==> src/rtl/gc_sched_pkg.sv <==
// Shared types for the graphics command scheduler: opcodes, FSM states,
// the queued command record and small opcode helpers.
package gc_sched_pkg;

  typedef enum logic [7:0] {
    OP_NOP      = 8'h00,
    OP_FONT     = 8'h02,
    OP_BG       = 8'h03,
    OP_CLR_SCR  = 8'h04,
    OP_CLR_LINE = 8'h05
  } gc_op_e;

  typedef enum logic [2:0] {
    IDLE,
    DECODE,
    WAIT_VS,
    CLR_START,
    CLR_ACK,
    CLR_DONE
  } sched_state_e;

  // op is kept as a raw byte so illegal opcodes survive the FIFO and can be
  // flagged at decode time.
  typedef struct packed {
    logic [7:0] op;
    logic [7:0] arg;
  } gc_cmd_t;

  // Start-pulse instruction byte for a clear: 0x04 or 0x05 by the op LSB.
  function automatic logic [7:0] clr_instr(input logic op_lsb);
    return {5'b0, 1'b1, 1'b0, op_lsb};
  endfunction

  function automatic logic is_valid_op(input logic [7:0] op);
    return op inside {OP_FONT, OP_BG, OP_CLR_SCR, OP_CLR_LINE};
  endfunction

endpackage

==> src/rtl/gc_cmd_scheduler_if.sv <==
// CPU-side command handshake into the scheduler.
interface gc_cmd_scheduler_if;
  logic       cmd_valid;
  logic       cmd_ready;
  logic [7:0] cmd_op;
  logic [7:0] cmd_arg;

  modport master (output cmd_valid, output cmd_op, output cmd_arg, input cmd_ready);
  modport slave  (input cmd_valid, input cmd_op, input cmd_arg, output cmd_ready);
endinterface

==> src/rtl/gc_cmd_fifo.sv <==
// Command FIFO. Pointers carry one extra wrap bit so full and empty can be
// told apart without a separate occupancy counter.
module gc_cmd_fifo
  import gc_sched_pkg::*;
#(
  parameter int FIFO_DEPTH = 4
) (
  input  logic    clk,
  input  logic    rst,
  input  logic    push,
  input  gc_cmd_t wr_data,
  input  logic    pop,
  output gc_cmd_t rd_data,
  output logic    full,
  output logic    empty
);
  localparam int AW = $clog2(FIFO_DEPTH);

  gc_cmd_t       mem [FIFO_DEPTH];
  logic [AW:0]   wptr, rptr;

  assign full    = (wptr[AW] != rptr[AW]) && (wptr[AW-1:0] == rptr[AW-1:0]);
  assign empty   = (wptr == rptr);
  assign rd_data = mem[rptr[AW-1:0]];

  // storage write; contents are don't-care until the pointers cover them
  always_ff @(posedge clk) begin
    if (push && !full) mem[wptr[AW-1:0]] <= wr_data;
  end

  // pointer update
  always_ff @(posedge clk or posedge rst) begin
    if (rst) begin
      wptr <= '0;
      rptr <= '0;
    end else begin
      if (push && !full) wptr <= wptr + (AW+1)'(1);
      if (pop && !empty) rptr <= rptr + (AW+1)'(1);
    end
  end
endmodule

==> src/rtl/gc_cmd_scheduler.sv <==
// Graphics command scheduler: queues CPU commands and issues them one at a
// time to the graphics card. Colour changes wait for a v_sync falling edge;
// clears pulse the engine start and wait for clear_busy to rise and fall.
// Optional statistics counters (cmd_count, drop_count) exist only when
// GC_SCHED_STATS_EN is defined.
module gc_cmd_scheduler
  import gc_sched_pkg::*;
#(
  parameter int FIFO_DEPTH  = 4,
  parameter int ACK_TIMEOUT = 16
) (
  input  logic                 clk,
  input  logic                 rst,
  gc_cmd_scheduler_if.slave    cmd,
  input  logic                 v_sync,
  input  logic                 clear_busy,
  output logic [7:0]           gc_instruction,
  output logic [7:0]           gc_color,
  output logic [4:0]           gc_row,
  output logic                 busy,
  output logic                 err
`ifdef GC_SCHED_STATS_EN
  ,
  output logic [15:0]          cmd_count,
  output logic [7:0]           drop_count
`endif
);
  localparam int TW = $clog2(ACK_TIMEOUT + 1);

  sched_state_e  state;
  gc_cmd_t       cur;
  gc_cmd_t       head;
  gc_cmd_t       wr_cmd;
  logic [TW-1:0] ack_cnt;
  logic          vs_q;
  logic          vs_fall;
  logic          ack_last;
  logic          fifo_full;
  logic          fifo_empty;
  logic          pop;

  assign wr_cmd        = {cmd.cmd_op, cmd.cmd_arg};
  assign cmd.cmd_ready = !fifo_full;
  assign pop           = (state == IDLE) && !fifo_empty;
  assign vs_fall       = vs_q && !v_sync;
  assign ack_last      = (ack_cnt == TW'(ACK_TIMEOUT - 1));
  assign busy          = !fifo_empty || (state != IDLE);

  gc_cmd_fifo #(.FIFO_DEPTH(FIFO_DEPTH)) u_fifo (
    .clk     (clk),
    .rst     (rst),
    .push    (cmd.cmd_valid),
    .wr_data (wr_cmd),
    .pop     (pop),
    .rd_data (head),
    .full    (fifo_full),
    .empty   (fifo_empty)
  );

  // sequencer FSM with registered card-facing outputs
  always_ff @(posedge clk or posedge rst) begin
    if (rst) begin
      state          <= IDLE;
      cur            <= '0;
      ack_cnt        <= '0;
      vs_q           <= 1'b0;
      gc_instruction <= '0;
      gc_color       <= '0;
      gc_row         <= '0;
      err            <= 1'b0;
    end else begin
      vs_q <= v_sync;
      case (state)
        IDLE: begin
          if (!fifo_empty) begin
            cur   <= head;
            state <= DECODE;
          end
        end
        DECODE: begin
          case (cur.op)
            OP_FONT, OP_BG: begin
              gc_instruction <= cur.op;
              gc_color       <= cur.arg;
              state          <= WAIT_VS;
            end
            OP_CLR_SCR, OP_CLR_LINE: begin
              gc_instruction <= clr_instr(cur.op[0]);
              gc_row         <= (cur.op == OP_CLR_LINE) ? cur.arg[4:0] : 5'd0;
              state          <= CLR_START;
            end
            default: begin
              err   <= 1'b1;
              state <= IDLE;
            end
          endcase
        end
        // hold the colour instruction until the frame boundary
        WAIT_VS: begin
          if (vs_fall) begin
            gc_instruction <= '0;
            state          <= IDLE;
          end
        end
        CLR_START: begin
          gc_instruction <= '0;
          ack_cnt        <= '0;
          state          <= CLR_ACK;
        end
        // engine must acknowledge within ACK_TIMEOUT cycles or the clear is abandoned
        CLR_ACK: begin
          if (clear_busy) begin
            state <= CLR_DONE;
          end else if (ack_last) begin
            err   <= 1'b1;
            state <= IDLE;
          end else begin
            ack_cnt <= ack_cnt + TW'(1);
          end
        end
        CLR_DONE: begin
          if (!clear_busy) state <= IDLE;
        end
        default: state <= IDLE;
      endcase
    end
  end

`ifdef GC_SCHED_STATS_EN
  logic ev_drop;
  logic ev_done;

  assign ev_drop = ((state == DECODE) && !is_valid_op(cur.op)) ||
                   ((state == CLR_ACK) && !clear_busy && ack_last);
  assign ev_done = ((state == WAIT_VS) && vs_fall) ||
                   ((state == CLR_DONE) && !clear_busy);

  // command and drop statistics; drop counter saturates
  always_ff @(posedge clk or posedge rst) begin
    if (rst) begin
      cmd_count  <= '0;
      drop_count <= '0;
    end else begin
      if (ev_drop || ev_done) cmd_count <= cmd_count + 16'd1;
      if (ev_drop && (drop_count != 8'hFF)) drop_count <= drop_count + 8'd1;
    end
  end
`endif

endmodule

==> src/flat_wrapper.sv <==
// flat-port wrapper written by rule: the top's interface ports become plain ports
module gc_cmd_scheduler_flat import gc_sched_pkg::*;
#(
  parameter int FIFO_DEPTH  = 4,
  parameter int ACK_TIMEOUT = 16
)
  (clk, rst, v_sync, clear_busy, gc_instruction, gc_color, gc_row, busy, err, cmd_cmd_valid, cmd_cmd_op, cmd_cmd_arg, cmd_cmd_ready);
  gc_cmd_scheduler_if cmd_i ();
  input  logic clk;
  input  logic rst;
  input  logic v_sync;
  input  logic clear_busy;
  output logic [7:0] gc_instruction;
  output logic [7:0] gc_color;
  output logic [4:0] gc_row;
  output logic busy;
  output logic err;
  input wire logic [$bits(cmd_i.cmd_valid)-1:0] cmd_cmd_valid;
  input wire logic [$bits(cmd_i.cmd_op)-1:0] cmd_cmd_op;
  input wire logic [$bits(cmd_i.cmd_arg)-1:0] cmd_cmd_arg;
  output wire logic [$bits(cmd_i.cmd_ready)-1:0] cmd_cmd_ready;
  assign cmd_i.cmd_valid = cmd_cmd_valid;
  assign cmd_i.cmd_op = cmd_cmd_op;
  assign cmd_i.cmd_arg = cmd_cmd_arg;
  assign cmd_cmd_ready = cmd_i.cmd_ready;
  gc_cmd_scheduler #(.FIFO_DEPTH(FIFO_DEPTH), .ACK_TIMEOUT(ACK_TIMEOUT)) u_core (.clk(clk), .rst(rst), .cmd(cmd_i), .v_sync(v_sync), .clear_busy(clear_busy), .gc_instruction(gc_instruction), .gc_color(gc_color), .gc_row(gc_row), .busy(busy), .err(err));
endmodule
==> config.mk <==
export PLATFORM = sky130hd
export DESIGN_NAME = gc_cmd_scheduler_flat
export DESIGN_NICKNAME = d
export VERILOG_FILES = /design/src/rtl/gc_sched_pkg.sv /design/src/rtl/gc_cmd_scheduler_if.sv /design/src/rtl/gc_cmd_fifo.sv /design/src/rtl/gc_cmd_scheduler.sv /design/src/flat_wrapper.sv
export SDC_FILE = /design/constraint.sdc
export NUM_CORES = 1
export LEC_CHECK = 0
export ABC_AREA = 1
export BUFFER_PORTS_ARGS = -buffer_cell sky130_fd_sc_hd__buf_2
export CORE_MARGIN = 3
export CORE_UTILIZATION = 53
export CTS_CLUSTER_DIAMETER = 200
export DETAILED_ROUTE_END_ITERATION = 8
export GPL_ROUTABILITY_DRIVEN = 0
export GPL_TIMING_DRIVEN = 0
export PLACE_DENSITY = 0.8
export SETUP_SLACK_MARGIN = 0.4
export SLEW_MARGIN = 30
export SYNTH_ARGS = -nofsm -noshare
export SYNTH_HDL_FRONTEND = slang
export SYNTH_SLANG_ARGS = --single-unit
==> constraint.sdc <==
create_clock -name clk -period 2.2 [get_ports clk]
set_clock_uncertainty 0.1 [all_clocks]
set_input_delay 0.44 -clock clk [delete_from_list [all_inputs] [get_ports clk]]
set_output_delay 0.44 -clock clk [all_outputs]
set_load 0.01 [all_outputs]
Yosys cells after proc, flatten, opt, wreduce, memory -nomap -nowiden
Memories as Yosys holds them, arrays and structs flattened. A register that Yosys moved wholly into a read port is not among the register bits. Index checks and enable logic that the tools add are counted.

Add/sub/neg operators: 3. Equality and inequality tests: 22. Muxes and demuxes: 20. Bitwise gates (word level): 1. Reduce and logical (&&, ||, !) cells: 24.

Operator list (number): $pmux W8 S3 (1); $pmux W3 S6 (1); $eq A8 B2 Y1 const B (2); $eq A8 B3 Y1 const B (2); $pmux W8 S2 (1); $mux W3 (5); $mux W5 (3); $ne A2 B2 Y1 const B (5); $pmux W5 S2 (1); $mux W8 (1); $reduce_and A4 Y1 (2); $add A3 B1 Y3 const B (2); $eq A3 B2 Y1 const B (2); $eq A3 B3 Y1 const B (2); $reduce_and A2 Y1 (3); $reduce_and A3 Y1 (2); $reduce_bool A3 Y1 (2); $add A5 B1 Y5 const B (1); $eq A5 B4 Y1 const B (1); $logic_and A1 B1 Y1 (5); $mux W1 (5); $ne A2 B1 Y1 const B (2); $pmux W2 S2 (1); $reduce_bool A2 Y1 (2); 13 further kinds (16).

Bits in registers: 37. Memory bits (writable): 64. Input bits: 21. Output and inout bits: 24. Memories kept: 1.

Memory list: u_core.u_fifo.mem (depth 4, width 16, rd ports 1, clocked after Yosys merged registers in 1, write ports 1, line gc_cmd_fifo.sv:19) `gc_cmd_t mem [FIFO_DEPTH];`.

Depth between registers and ports, before layout
Gate-level depths: netlist of run 1.

Word-level depth: 6. Mapped depth: 11. Depth with buffers taken out: 11.

Cells and area by module
From an unflattened synthesis of run 1, not the netlist that was laid out.

Cells, all modules: 430. Area, all modules: 4946.0 um^2.

By module, submodules not included: gc_cmd_fifo (instances 1, cells an instance 217, area each 2839.0 um^2, seq. area each 2072.0 um^2); gc_cmd_scheduler (instances 1, cells an instance 213, area each 2107.0 um^2, seq. area each 1176.1 um^2).

Worst setup path before layout of run 1
No wires, ideal clock.

Path type: register to register. Start point: register u_core.u_fifo.rptr[0]. End point: memory u_core.u_fifo.mem[0][0] (netlist bit), enable pin. Library setup time: 0.389 ns. Data arrival time: 1.647 ns. Data required time: 1.711 ns. Setup slack: 0.064 ns. Cell stages (with the launch flop): 7. Path buffers: 1. Period minus slack after synthesis: 2.136 ns. Path through: dfrtp_1 -> buf_6 -> nand2_1 -> nand2_2 -> nand3_1 -> nand2_2 -> nor2_1.

Cells in the longest elaborated chain, start to end: 6.

RTL lines: start, declared (line gc_cmd_fifo.sv:20) `logic [AW:0] wptr, rptr;`; start signal, assigned (line gc_cmd_fifo.sv:38) `if (pop && !empty) rptr <= rptr + (AW+1)'(1);`; $eq A2 B2 Y1 (line gc_cmd_fifo.sv:22) `assign full = (wptr[AW] != rptr[AW]) && (wptr[AW-1:0] == rptr[AW-1:0]);`; $logic_and A1 B1 Y1 (line gc_cmd_fifo.sv:22); $logic_not A1 Y1; via cmd_cmd_ready (line flat_wrapper.sv:21) `output wire logic [$bits(cmd_i.cmd_ready)-1:0] cmd_cmd_ready;`; $logic_and A1 B1 Y1 (line gc_cmd_fifo.sv:28) `if (push && !full) mem[wptr[AW-1:0]] <= wr_data;`; $mux W1 (line gc_cmd_fifo.sv:28); $mux W1 (not written as such) (line gc_cmd_fifo.sv:28); end, declared (line gc_cmd_fifo.sv:19).

The timed path passes the listed nets, and every way through them passes these cells.

Worst setup path after layout of run 1
Start point: register u_core.u_fifo.rptr[0]. End point: register u_core.cur[8] (netlist bit).

Cells in the longest elaborated chain, start to end: 3.

RTL lines: $eq A3 B3 Y1 (line gc_cmd_fifo.sv:23) `assign empty = (wptr == rptr);`; $not A1 Y1 (no source line); $reduce_and A2 Y1 (no source line); end signal, assigned (line gc_cmd_scheduler.sv:64) `cur <= '0;`; end signal, assigned (line gc_cmd_scheduler.sv:76) `cur <= head;`; end, declared (line gc_cmd_scheduler.sv:31) `gc_cmd_t cur;`.

Several ways; a longest one is shown, not always the timed one. A chain may end at the register's enable or synchronous reset.

==> results.py, run 1 <==
metrics = {
    "detailed_routing": {
        "num_vias": 3747,
        "avgViaCountPerCell": 5.446,
        "firstDrtPassIters": 5,
        "first_iter_violations": 214,
        "ant_nets": 0,
        "wirelength_mm": 11.63,
        "drc_errors": 0,
        "wire_per_inst_um": 16.90,
    },
    "cts": {
        "clockBufferDepth": 2,
        "cts.sink_count": 117,
        "root_buffer": "clkbuf_8",
        "insertion_delay_ps": 510,
        "clk_pin_slew_ps": 60,
        "cts_tree": "done",
        "cts_buffers": 17,
        "htree_levels": 4,
    },
    "power_and_ir_drop": {
        "p_per_area_nw_per_um2": 1602,
        "finalPower_mw": 10.48,
        "vdd_drop_max_uv": 913.0,
        "leakage_nw": 2.939,
    },
    "worst_setup_path": {
        "critPathLaunchType": "register",
        "crit_fanout": 5,
        "critPathArrivalTime_ps": 2510,
        "cp.required_ps": 2550,
        "end_kind": "register",
        "crit_type": "register to register",
    },
    "synthesis": {
        "synthArstFlopShare_pct": 45.30,
        "synth_nets": 494,
        "yosysSeqAreaShare_pct": 65.16,
        "postSynthAreaPerCell_um2": 10.70,
        "synth_common_cells": "108 x nand2_1, 64 x edfxtp_1, 63 x nor2_1",
        "syn_area_um2": 4985,
        "synthTopCellsByArea": "edfxtp_1 39%, dfrtp_1 27%, nand2_1 8.1%, o21ai_0 5.0%, nor2_1 4.7%",
        "synth.ff_latch_count": 117,
        "synth_top_area_share_pct": 38.55,
        "synth.most_common_cell": "nand2_1",
        "ys_types": 31,
        "yosysWarnings": 0,
        "yosysTopAreaCell": "edfxtp_1",
        "synth_edf_count": 64,
        "ys.flop_type": "edfxtp_1",
        "synth_cells": 466,
    },
    "flow_run": {
        "maxCapViolations": 0,
    },
    "floorplan": {
        "rows": 34,
        "core_region_area_um2": 8934,
        "ioPinCount": 45,
        "die-width_um": 103.0,
        "die_y_um": 103.0,
        "start_util_pct": 55.80,
        "die_area_um2": 10600,
    },
    "status": {
        "status": "finished, final reports clean",
    },
    "global_routing": {
        "overflow": 0,
        "track_usage_pct": 22.63,
        "grt_pass1_wl_mm": 17.97,
        "antenna_found_initial": 0,
        "grt_start_max_net_pins": 24,
        "first_global_vias": 3653,
    },
    "timing": {
        "worst-slew-pin-transition_ps": 465.3,
        "hold_viol_final": 0,
        "setup_violations": 0,
        "timing.fmax_mhz": 463.0,
        "fin_crit_ps": 2160,
        "rsz0062_at_grt": "yes",
        "setup-tns-final_ps": 0,
        "finalCritPeriodShare_pct": 98.18,
        "max_slew_margin_pct": 68.98,
        "drv_slew": 0,
        "worst_slack_ps": 40.08,
    },
    "cells_and_area": {
        "fin_area_um2": 6541,
        "drive_gt1_share_pct": 31.72,
        "layout.cells.non_filler": 688,
        "layout.nets": 596,
        "syn_to_final_growth_pct": 31.22,
        "final.fill_count": 559,
        "diodes": 0,
    },
    "placed_design": {
        "hpwl_mm": 6.608,
        "place_area_um2": 5409,
        "pre_cts_slack_ps": -46.71,
        "io_buffers": 44,
        "dp.cells": 620,
    },
    "worst_hold_path": {
        "hp-class": "input port to register",
    },
}
[worst paths after layout]
kind,startpoint,endpoint,slack [ps],depth (start not counted)
max in group asynchronous,rst,u_core.state[0]$_DFFE_PP0P_,1180,4
setup reg to reg,u_core.u_fifo.rptr[0]$_DFFE_PP0P_,u_core.cur[8]$_DFFE_PP0P_,40,17
hold reg to reg,u_core.gc_instruction[0]$_DFFE_PP0P_,u_core.gc_instruction[0]$_DFFE_PP0P_,370,2
setup / recovery,u_core.u_fifo.rptr[0]$_DFFE_PP0P_,u_core.cur[8]$_DFFE_PP0P_,40,17
hold / removal,cmd_cmd_op[1],u_core.u_fifo.mem[3][9]$_DFFE_PP_,40,1
min in group asynchronous,rst,u_core.vs_q$_DFF_PP0_,380,3
[registers in the layout, summed over array words and instances (netlist names), 3 cells and up]
signal                 cells
u_core.ack_cnt             5
u_core.cur                16
u_core.gc_color            8
u_core.u_fifo.mem         64
u_core.state               3
u_core.u_fifo.rptr         3
u_core.gc_instruction      8
u_core.u_fifo.wptr         3
u_core.gc_row              5
[cell families (layout without fill, tap and decap cells)]
group	after synthesis	after routing	share of synthesized area [%]
buffers and inverters	46	160	4.719
xor gates and xnor gates	5	5	0.8785
DFF	117	117	65.16
adders and majority gates	7	7	1.757
AOI/OAI and AO/OA	66	66	6.953
and+or+nand+nor	225	225	20.53
[where the power goes]
part | internal [mW] | total, mW | switching [mW]
combinational | 1.76 | 4.33 | 2.58
clock | 1.76 | 2.81 | 1.05
sequential | 2.98 | 3.33 | 0.347
total | 6.50 | 10.5 | 3.98
[layout make-up]
type | count | area [um2] | share of cell area (%)
flip-flops and latches | 117 | 3252 | 49.71
multi-input cells | 303 | 1624 | 24.83
repair buffers | 83 | 666.9 | 10.20
clock buffers | 17 | 414.1 | 6.331
clock inverters | 14 | 191.4 | 2.927
well taps | 108 | 135.1 | 2.066
plain buffers | 17 | 132.6 | 2.028
inverters | 29 | 125.1 | 1.913
[per-layer routing]
metal  track usage (%)  share of wire [%]
met5                 0                  0
met4             8.865                1.8
met3             4.939                6.8
met2             39.22                 52
met1             27.59                 39
[layout by cell type (no fill, tap or decap), types with 7 or more instances in the layout]
cell and instances:
clkbuf_16 16, nand2_1 103, buf_2 47, buf_6 8
inv_6 7, buf_4 27, nand3_2 19, nor2_1 59
inv_2 7, nor2_4 9, edfxtp_1 64, buf_12 7
o21ai_1 7, nand3_1 20, inv_1 18, dfrtp_1 50
o21ai_0 50
[critical path, stage by stage (launching register included)]
cell,delay (ps)
dfrtp_1,380
buf_6,130
clkinv_4,60
nand2_4,70
nand2_4,60
nand2_4,70
nor2_4,40
buf_4,130
buf_4,120
buf_4,120
buf_4,130
buf_6,120
inv_6,60
buf_6,110
buf_12,110
buf_12,110
nand3_2,90
nand2_1,90
[stage by stage]
stage               utilization [%]  hold WS [ps]
floorplan                         -         341.9
global placement              59.93         351.5
detailed placement            60.55         355.2
CTS                           71.13         21.21
global route                  73.22         26.65
finish                        73.22         35.72
[timing repair]
action,4_1_cts,5_1_grt
hold buffers,2,0
gates cloned,2,0
setup buffers,21,12
pin swaps,10,22
endpoints found under the hold margin,13,0
setup endpoints to repair,69,70
gates resized for setup,21,24
No activity file was read; power rests on OpenSTA's default activity.
==> run 2: changes to the inputs <==
--- a/config.mk
+++ b/config.mk
@@ -14,7 +14,6 @@
 export GPL_ROUTABILITY_DRIVEN = 0
 export GPL_TIMING_DRIVEN = 0
 export PLACE_DENSITY = 0.8
-export SETUP_SLACK_MARGIN = 0.4
 export SLEW_MARGIN = 30
 export SYNTH_ARGS = -nofsm -noshare
 export SYNTH_HDL_FRONTEND = slang
==> constraint.sdc (replaced) <==
create_clock -name clk -period 2.2 [get_ports clk]
set_clock_uncertainty 0.1 [all_clocks]
set_input_delay 0.44 -clock clk [delete_from_list [all_inputs] [get_ports clk]]
set_output_delay 0.44 -clock clk [all_outputs]
set_load 0.1 [all_outputs]
==> results.py, run 2 (synthesized netlist as in run 1, its figures left out) <==
metrics = {
    "status": {
        "status": "complete, but fails checks",
        "violations": "setup timing",
    },
    "cells_and_area": {
        "final_util_pct": 68.73,
        "layout_commonest_cell": "nand2_1",
        "multi_input_comb_area_um2": 1572,
        "syn_to_final_growth_pct": 23.17,
        "diodes": 0,
        "layout_common_cells": "105 x nand2_1, 64 x edfxtp_1, 59 x nor2_1",
        "largest_reg_flops": 64,
        "drive_gt1_share_pct": 26.52,
        "final.fill_count": 644,
        "layout.nets": 573,
        "seqCellArea_um2": 3252,
    },
    "detailed_routing": {
        "firstDrtPassIters": 4,
        "wirelength_mm": 10.36,
        "wire_per_inst_um": 15.55,
        "drc_errors": 0,
        "avgViaCountPerCell": 5.342,
        "first_iter_violations": 161,
        "num_vias": 3558,
        "ant_nets": 0,
    },
    "timing": {
        "timing.fmax_mhz": 446.0,
        "max_slew_margin_pct": 60.92,
        "setup_violations": 1,
        "worst-slew-pin-transition_ps": 586.2,
        "rsz0062_at_grt": "yes",
        "worst_hold_slack_ps": 29.28,
        "fin_crit_ps": 2242,
        "setup-tns-final_ps": -42.20,
        "drv_slew": 0,
        "worst_slack_ps": -42.20,
        "hold_viol_final": 0,
        "finalCritPeriodShare_pct": 101.9,
    },
    "global_routing": {
        "gr-usage-met2_pct": 36.46,
        "antenna_found_initial": 0,
        "globalRouteMet1Util_pct": 24.76,
        "track_usage_pct": 20.74,
        "grt_pass1_wl_mm": 16.37,
        "grt_util_met3_pct": 5.548,
        "first_global_vias": 3401,
        "grt_start_max_net_pins": 54,
        "busiest_layer": "met2",
        "overflow": 0,
    },
    "floorplan": {
        "start_util_pct": 55.80,
        "die_area_um2": 10600,
        "ioPinCount": 45,
        "die_y_um": 103.0,
        "rows": 34,
        "core_region_area_um2": 8934,
        "die-width_um": 103.0,
    },
    "power_and_ir_drop": {
        "p_per_area_nw_per_um2": 1704,
        "finalPower_mw": 10.46,
        "vdd_drop_max_uv": 862.2,
        "leakage_nw": 2.730,
    },
    "cts": {
        "cts_buffers": 17,
        "cts.sink_count": 117,
        "clk_pin_slew_ps": 60,
        "clockBufferDepth": 2,
        "insertion_delay_ps": 520,
        "htree_levels": 4,
        "root_buffer": "clkbuf_8",
        "cts_tree": "done",
    },
    "worst_setup_path": {
        "critPathArrivalTime_ps": 1700,
        "cp.required_ps": 1660,
        "end_kind": "output port",
        "critPathLaunchType": "register",
        "crit_type": "register to output port",
        "crit_fanout": 4,
    },
    "flow_run": {
        "maxCapViolations": 0,
    },
    "worst_hold_path": {
        "hp-class": "input port to register",
    },
    "placed_design": {
        "io_buffers": 44,
        "hpwl_mm": 6.519,
    },
}
[run 2: cell count changes in the layout (fill, tap and decap cells not counted), sizes merged]
| cell | before | now |
|---|---|---|
| buf | 93 | 70 |
| bufinv | 3 | 1 |
| clkbuf | 22 | 23 |
| clkinv | 4 | 9 |
| clkinvlp | 1 | 2 |
| inv | 35 | 31 |
[run 2: per-layer routing]
layer | wire (um) | part of all wire [%] | vias up
met3 | 516 | 5.0 | 16
met4 | 128 | 1.2 | 0
met2 | 5358 | 52 | 99
met1 | 4352 | 42 | 1718
met5 | 0 | 0 | -
li1 | - | - | 1725
[run 2: timing repair]
action                                  CTS  global route
endpoints found under the setup margin   26             2
setup buffers                             2            11
pin swaps                                 1             5
resized for setup                        15            12
hold buffers                              2             0
endpoints found under the hold margin    54             0
[run 2: critical path, cell delays in order (launching register included)]
cell and delay [ps]:
dfrtp_1 400, buf_6 130, inv_2 30, nand2_1 60, nand2_2 110, nand2_4 60
nor2_4 120, nand2_2 100, buf_12 170
[run 2: final timing paths]
kind | from | to | slack (ps) | cells past startpoint
max | u_core.u_fifo.rptr[1]$_DFFE_PP0P_ | busy | -40 | 8
max reg2reg | u_core.u_fifo.rptr[0]$_DFFE_PP0P_ | u_core.u_fifo.mem[0][2]$_DFFE_PP_ | 230 | 6
min in group asynchronous | rst | u_core.ack_cnt[3]$_DFFE_PP0P_ | 400 | 4
max in group asynchronous | rst | u_core.gc_color[3]$_DFFE_PP0P_ | 1350 | 4
min | cmd_cmd_op[1] | u_core.u_fifo.mem[1][9]$_DFFE_PP_ | 30 | 1
min reg2reg | u_core.gc_color[5]$_DFFE_PP0P_ | u_core.gc_color[5]$_DFFE_PP0P_ | 370 | 2
[run 2: cell type report]
class,instances,area share [%]
clock buffers,18,6.807
clock inverters,14,2.119
inverters,29,2.018
plain buffers,17,1.997
well taps,108,2.201
flip-flops and latches,117,52.97
repair buffers,60,6.297
multi-input cells,303,25.60
[run 2: through the flow]
step,cell area [um2],std cells,setup slack [ps]
after floorplan,5000,466,-60.73
after CTS,6017,655,-100.0
final,6140,666,-42.20
after global placement,5355,618,-242.4
after detailed placement,5385,619,0.4671
after global routing,6140,666,-96.54
[run 2: power breakdown]
group	leakage, nW	internal [mW]	switching [mW]	total [mW]
sequential	1.27	2.99	0.356	3.34
combinational	1.20	1.37	3.25	4.62
clock	0.265	1.50	0.993	2.50
